File: config.mk
export PLATFORM = sky130hd
export DESIGN_NAME = fifo_wr_arbiter
export DESIGN_NICKNAME = d
export VERILOG_FILES = /design/src/rtl/fifo_wr_arbiter.sv
export SDC_FILE = /design/constraint.sdc
export NUM_CORES = 1
export LEC_CHECK = 0
export BUFFER_PORTS_ARGS = -buffer_cell sky130_fd_sc_hd__buf_4
export CAP_MARGIN = 30
export CORE_UTILIZATION = 50
export CTS_BUF_LIST = sky130_fd_sc_hd__clkbuf_8
export CTS_CLUSTER_DIAMETER = 150
export CTS_CLUSTER_SIZE = 12
export DETAILED_ROUTE_END_ITERATION = 12
export PLACE_DENSITY_LB_ADDON = 0.12
export SLEW_MARGIN = 20
export SYNTH_ARGS = -nofsm -noshare
export SYNTH_HDL_FRONTEND = slang
export SYNTH_SLANG_ARGS = --single-unit
File: constraint.sdc
create_clock -name clk -period 5.68 [get_ports clk]
set_input_delay 0.568 -clock clk [delete_from_list [all_inputs] [get_ports clk]]
set_output_delay 0.568 -clock clk [all_outputs]
set_load 0.01 [all_outputs]
File: src/rtl/fifo_wr_arbiter.sv
// Round-robin burst arbiter feeding a single FIFO write port from NUM_REQ requesters.
// Optional per-requester beat statistics enabled by defining ARB_STATS_EN.
module fifo_wr_arbiter #(
  parameter int DATA_WIDTH = 8,
  parameter int NUM_REQ    = 4,
  parameter int BURST_LEN  = 4
) (
  input  logic                          clk,
  input  logic                          rst,
  input  logic [NUM_REQ-1:0]            req,
  input  logic [NUM_REQ*DATA_WIDTH-1:0] req_data,
  output logic [NUM_REQ-1:0]            gnt,
  input  logic                          fifo_full,
  input  logic                          fifo_almost_full,
  output logic                          fifo_wr_en,
  output logic [DATA_WIDTH-1:0]         fifo_wr_data,
  output logic [2:0]                    owner,
  output logic [NUM_REQ*16-1:0]         beat_count
);

  typedef enum logic {IDLE, GRANT} state_e;

  state_e                state_q, state_d;
  logic [NUM_REQ-1:0]    gnt_q, gnt_d;
  logic [2:0]            owner_q, owner_d, rr_ptr_q, rr_ptr_d;
  logic [3:0]            burst_q, burst_d;
  logic                  wr_en_q;
  logic [DATA_WIDTH-1:0] wr_data_q, sel_data;

  logic                  own_req, stall, accept, last_beat, release_c, any_req;
  logic [2:0]            next_ptr, arb_ptr, win_off, win_idx;
  logic [3:0]            win_sum;
  logic [NUM_REQ-1:0]    rot_req, win_oh;

  always_comb begin
    own_req  = 1'b0;
    sel_data = '0;
    for (int i = 0; i < NUM_REQ; i++) begin
      if (owner_q == 3'(i)) begin
        own_req  = req[i];
        sel_data = req_data[i*DATA_WIDTH +: DATA_WIDTH];
      end
    end
  end

  // almost_full still leaves one slot, so only the beat already in flight must block
  assign stall     = fifo_full | (fifo_almost_full & wr_en_q);
  assign accept    = (state_q == GRANT) & own_req & ~stall;
  assign last_beat = accept & (burst_q == 4'(BURST_LEN - 1));
  assign release_c = (state_q == GRANT) & (~own_req | last_beat);
  assign next_ptr  = (owner_q == 3'(NUM_REQ - 1)) ? 3'd0 : owner_q + 3'd1;
  assign arb_ptr   = (state_q == GRANT) ? next_ptr : rr_ptr_q;
  assign any_req   = |req;

  // Rotate so arb_ptr sits at bit 0, take the lowest set bit, then undo the rotation
  always_comb begin
    rot_req = NUM_REQ'({req, req} >> arb_ptr);
    win_off = '0;
    for (int k = NUM_REQ - 1; k >= 0; k--) begin
      if (rot_req[k]) win_off = 3'(k);
    end
    win_sum = {1'b0, arb_ptr} + {1'b0, win_off};
    win_idx = (win_sum >= 4'(NUM_REQ)) ? 3'(win_sum - 4'(NUM_REQ)) : win_sum[2:0];
    for (int i = 0; i < NUM_REQ; i++) win_oh[i] = (win_idx == 3'(i));
  end

  always_comb begin
    state_d  = state_q;
    gnt_d    = gnt_q;
    owner_d  = owner_q;
    rr_ptr_d = rr_ptr_q;
    burst_d  = burst_q;
    case (state_q)
      IDLE: begin
        if (any_req) begin
          state_d = GRANT;
          gnt_d   = win_oh;
          owner_d = win_idx;
          burst_d = '0;
        end
      end
      GRANT: begin
        if (release_c) begin
          rr_ptr_d = next_ptr;
          burst_d  = '0;
          if (any_req) begin
            gnt_d   = win_oh;
            owner_d = win_idx;
          end else begin
            state_d = IDLE;
            gnt_d   = '0;
          end
        end else if (accept) begin
          burst_d = burst_q + 4'd1;
        end
      end
      default: begin
        state_d = IDLE;
        gnt_d   = '0;
      end
    endcase
  end

  always_ff @(posedge clk or negedge rst) begin
    if (!rst) begin
      state_q   <= IDLE;
      gnt_q     <= '0;
      owner_q   <= '0;
      rr_ptr_q  <= '0;
      burst_q   <= '0;
      wr_en_q   <= 1'b0;
      wr_data_q <= '0;
    end else begin
      state_q  <= state_d;
      gnt_q    <= gnt_d;
      owner_q  <= owner_d;
      rr_ptr_q <= rr_ptr_d;
      burst_q  <= burst_d;
      wr_en_q  <= accept;
      if (accept) wr_data_q <= sel_data;
    end
  end

  assign gnt          = gnt_q;
  assign owner        = owner_q;
  assign fifo_wr_en   = wr_en_q;
  assign fifo_wr_data = wr_data_q;

`ifdef ARB_STATS_EN
  for (genvar g = 0; g < NUM_REQ; g++) begin : g_stats
    logic [15:0] cnt_q;
    always_ff @(posedge clk or negedge rst) begin
      if (!rst) cnt_q <= '0;
      else if (accept && owner_q == 3'(g) && cnt_q != 16'hFFFF) cnt_q <= cnt_q + 16'd1;
    end
    assign beat_count[g*16 +: 16] = cnt_q;
  end
`else
  assign beat_count = '0;
`endif

endmodule

; Word-level counts from Yosys, hierarchy flattened
; Index checks and enable logic that the tools add are counted.
[word_totals]
input_bits = 40
out_inout_bits = 80
word_cells = 68
register_bits = 24
[classes]
mux = 29
n_bitwise = 10
eq_ne = 10
addsub = 4
shifts = 1
reduce_logical = 6
magnitude_cmp = 1
[op_table]
columns = operator, count
row1 = $mux 8, 4
row2 = $mux 3, 8
row3 = $mux 4, 6
row4 = $pmux 4 s2, 2
row5 = $eq 3x2->1 const B, 4
row6 = $shr 8x3->4, 1
row7 = $eq 3x1->1 const B, 2
row8 = $logic_not 3->1, 2
row9 = $mux 1, 6
row10 = $pmux 3 s2, 1
row11 = $reduce_and 2->1, 3
row12 = $and 1x1->1, 5
row13 = $add 3x3->4, 1
row14 = $add 4x1->4 const B, 1
row15 = $eq 4x2->1 const B, 1
row16 = $ge 4x3->1 const B, 1
row17 = $reduce_or 4->1, 1
row18 = $add 3x1->3 const B, 1
row19 = $ne 3x1->1 const B, 1
row20 = $not 1->1, 3
row21 = $sub 3x3->3 const B, 1
row22 = $mux 2, 1
row23 = $ne 2x1->1 const B, 1
row24 = $ne 2x2->1 const B, 1
row25 = 2 further kinds, 3

; Longest topological paths before layout
[depth]
depth_word = 15
ltp_mapped = 12
mapped_depth_nobuf = 12

; Worst setup path before layout
; OpenSTA, ideal clock, no wires.
[synth_path]
path_kind = flip-flop to flip-flop
from = register owner_q[0] (netlist: owner[0])
to = register gnt_q[0] (netlist: gnt[0])
setup_time_ps = 67
arrival_time_ps = 2736
period_less_slack_ps = 2803
setup_slack_ps = 2877
path_buffers = 0
stages_incl_launch_ff = 12
path_cell_list = dfrtp_1 -> ha_1 -> nand2b_1 -> a21oi_4 -> mux2_2 -> or3_1 -> mux2i_1 -> ha_1 -> a21o_1 -> nand3_1 -> nor3b_4 -> a32o_1
[synth_via]
elab_chain_cells = 15
elab_cells_between_ends = 33
cone_classes = 3 x add/sub / 1 x order compare / 4 x eq/ne / 1 x shift / 15 x mux / 6 x bitwise / 3 x reduce/logical
[synth_rtl]
columns = element, line
row1 = "start, declared", 25  ; logic [2:0] owner_q, owner_d, rr_ptr_q, rr_ptr_d;
row2 = "start signal, assigned", 116  ; owner_q <= owner_d;
row3 = $add 3x1->3 / $eq 3x2->1 (equally long branches), "51, 39"
row4 = $mux 3, 51  ; assign next_ptr = (owner_q == 3'(NUM_REQ - 1)) ? 3'd0 : owner_q + 3'd1;
row5 = $mux 3, 52  ; assign arb_ptr = (state_q == GRANT) ? next_ptr : rr_ptr_q;
row6 = $shr 8x3->4, 57  ; rot_req = NUM_REQ'({req, req} >> arb_ptr);
row7 = $mux 2, 60  ; if (rot_req[k]) win_off = 3'(k);
row8 = $mux 3 (3 in a row), 60
row9 = $add 3x3->4, 62  ; win_sum = {1'b0, arb_ptr} + {1'b0, win_off};
row10 = $ge 4x3->1 / $sub 3x3->3 (equally long branches), 63  ; win_idx = (win_sum >= 4'(NUM_REQ)) ? 3'(win_sum - 4'(NUM_REQ)) : win_sum[2:0];
row11 = $mux 3, 63
row12 = $logic_not 3->1, 64  ; for (int i = 0; i < NUM_REQ; i++) win_oh[i] = (win_idx == 3'(i));
row13 = $mux 4, 86  ; if (any_req) begin
row14 = $mux 4, 83  ; if (release_c) begin
row15 = $pmux 4 s2, 73  ; case (state_q)
row16 = "end signal, assigned", 115  ; gnt_q <= gnt_d;
row17 = "end, declared", 24  ; logic [NUM_REQ-1:0] gnt_q, gnt_d;
; Parallel ways exist; a longest one is shown, timed or not. The select of a mux whose other input is x is not followed.
; A chain may end at the register's enable or synchronous reset.

; Worst setup path in the final report
; Same ends and word-level chain as after synthesis.

==> impl_metrics.yaml <==
placed_design:
  hpwl_mm: 3.33
  dpl_worst_slack_ns: 2.09
  port_buffers: 55
  dpl_cell_area_sq_um: 2320
  place.gp.congestion: 0.871
run:
  cap_violations: 0
sta:
  worstMarginPinSlew_ns: 0.738
  fin_tns_setup_ns: 0
  finalSetupViolCount: 0
  slew_violations: 0
  fin_skew_ns: 0.00566
  slew_headroom_pct: 50.8
  rsz0062_at_grt: "false"
  hold_viol: 0
  setup_ws_ns: 2.10
  finalCritPeriodShare_pct: 63.1
  min_period_ns: 3.58
  clock.fmax_ghz: 0.279
cts:
  cts-hold-fix-buffers: 0
  cts.path.max_buffers: 2
  cts-root-buf: "clkbuf_8"
  clkLatencyLatePin_ns: 0.26
  post-cts-setup-buffer-count: 0
  cts_buffers: 3
  cts_htree_levels: 1
  ctsResizeCount: 0
  clk_pin_slew_ns: 0.09
  cts_tree: "built"
  cts.sink_count: 24
logic_synthesis:
  synth.distinct_cells: 42
  ys_seq_area_share_pct: 28.2
  synth_top_area_share_pct: 28.2
  async_flop_share_pct: 100
  yosysMostFrequentCell: "buf_4"
  yosys-top-cells-count: "64 x buf_4, 24 x dfrtp_1, 18 x nand2_1"
  yosysWarnings: 0
  syn_inst: 237
  syn_area_sq_um: 2130
  syn_avg_cell_area_sq_um: 8.98
  yosysTopAreaCell: "dfrtp_1"
  synth_edf_count: 0
  ys_top_cells_by_area: "dfrtp_1 28%, buf_4 23%, mux2_2 4.8%, ha_1 4.1%, nor2b_1 3.5%"
  ys_ff_latch: 24
  synth_top_flop_cell: "dfrtp_1"
floorplanning:
  dieArea_sq_um: 4520
  initial_core_util_pct: 52.5
  die_width_um: 67.2
  core_sq_um: 4060
  dieHeight_um: 67.2
  ios: 120
  rows: 23
drt:
  drt_iter0_drc: 68
  drc_errors: 0
  drtPass1Iterations: 4
  ant_nets: 0
  vias_per_cell: 4.83
  wirelength_mm: 4.15
  avgRoutedWirePerCell_um: 12.3
  vias: 1633
pwr:
  p_sw_uw: 490
  switching_share_pct: 43.4
  p_int_uw: 640
  p_leak_uw: 0.00121
  p_clk_share_pct: 10.2
  peakVddDrop_uv: 299
  combPwrFrac_pct: 65.8
  power_density_nw_per_um2: 475
  seq_power_share_pct: 24.1
  p_total_uw: 1130
layout:
  fin_area_sq_um: 2380
  nets: 337
  fill_cells: 397
  drive_gt1_share_pct: 27.4
  finish.utilization_pct: 58.6
  multi_input_area_sq_um: 1200
  area_growth_pct: 11.8
  antenna_cells: 0
  ff_latch_area_sq_um: 601
global_route:
  overflow: 0
  grt_pass1_vias: 1449
  grt_pass1_wl_mm: 6.52
  groute.usage.overall_pct: 19.0
  antenna_found_initial: 0
  grt_start_max_net_pins: 25
worst_setup_path:
  endpoint_kind: "flop"
  crit_path_cell_trace: "ha_1 > nand2b_1 > a21oi_4 > mux2_2 > or3_1 > mux2i_1 > ha_1 > a21o_1 > nand3_1 > nor3b_4 > a32o_1"
  cpPeakStageDelay_ns: 0.66
  timing_worst_setup_path_type: "flop to flop"
  crit_top_cell: "ha_1"
  startpoint_type: "flop"
  path_max_fanout: 21
  slowest_stage: "ha_1"
  critical_path_arrival_ns: 3.79
  critPathRequiredTime_ns: 5.89
worst_hold_path:
  hp-class: "input port to async pin"
run_status:
  outcome: "completed"
## placed cells by master, fill, tap and decap left out, drive strengths merged, types with 2 or more instances in the layout
master,count
a221oi,9
a31oi,2
conb,64
o22ai,3
a21o,3
nand3,5
o21ai,9
o31ai,7
mux2,9
a32o,5
ha,7
a21oi,8
buf,55
nor2b,12
dfrtp,24
nand3b,3
clkbuf,4
nor2,9
a22o,2
inv,12
nand2,18
a31o,2
nand2b,2
nor3,4
## power by group through the flow
stage               Clock (uW)  Combinational, uW  Sequential, uW
floorplan                    0                573             294
global placement             0                744             274
detailed placement           0                750             276
CTS                        119                752             273
global route               125                838             281
finish                     115                743             272
## flip-flops by register name, summed over array words and instances (netlist names)
name,cells
owner,3
fifo_wr_data,8
burst_q,4
rr_ptr_q,3
state_q,1
gnt,4
fifo_wr_en,1
## worst max-delay path: cells and delay by family, from the launching register on
family,cells,cell delay [ns]
adders and majority gates,2,0.94
muxes,2,0.61
and+or+nand+nor,4,0.91
AOI/OAI and AO/OA,3,0.63
DFF,1,0.42
## metrics by stage
step | std cells | hold slack [ns]
finish | 338 | 0.188
floorplan | 300 | 0.272
global placement | 334 | 0.485
detailed placement | 334 | 0.482
global route | 338 | 0.205
CTS | 338 | 0.195
## path summary, 6_finish.rpt
check | depth (start not counted) | end | from | slack (ns)
setup / recovery | 11 | gnt[0] | owner[0] | 2.10
hold / removal | 1 | owner[2] | rst | 0.19
setup reg to reg | 11 | gnt[0] | owner[0] | 2.10
hold reg to reg | 1 | gnt[0] | gnt[0] | 0.51
max in group asynchronous | 1 | fifo_wr_data[0] | rst | 5.25
min in group clk | 1 | gnt[0] | gnt[0] | 0.51
## kinds of logic after synthesis
logic type | after synthesis | synth area share [%]
AO/OA/AOI/OAI | 52 | 19.0
AND/OR/NAND/NOR | 59 | 15.9
multiplexers | 10 | 5.23
adder cells (fa/ha/maj) | 8 | 5.06
flip-flops | 24 | 28.2
buffers and inverters | 83 | 26.4
other | 1 | 0.176
## layer usage
layer  share of wire [%]  routed length, um  track usage, %  vias to the layer above
met1                  43               1780            22.9                      764
li1                    -                  -               -                      801
met5                   0                  0               0                        -
met2                  49               2030            34.5                       66
met3                 8.0                330            4.90                        2
met4                0.31                 13            2.39                        0
## layout make-up
| class | count | area share [%] |
|---|---|---|
| timing repair buffer | 55 | 17.4 |
| multi-input combinational | 193 | 50.6 |
| sequential | 24 | 25.2 |
| inverter | 12 | 1.89 |
| tap | 50 | 2.63 |
| clock buffer | 4 | 2.31 |
Note: power is estimated with default switching activity, not from simulation.
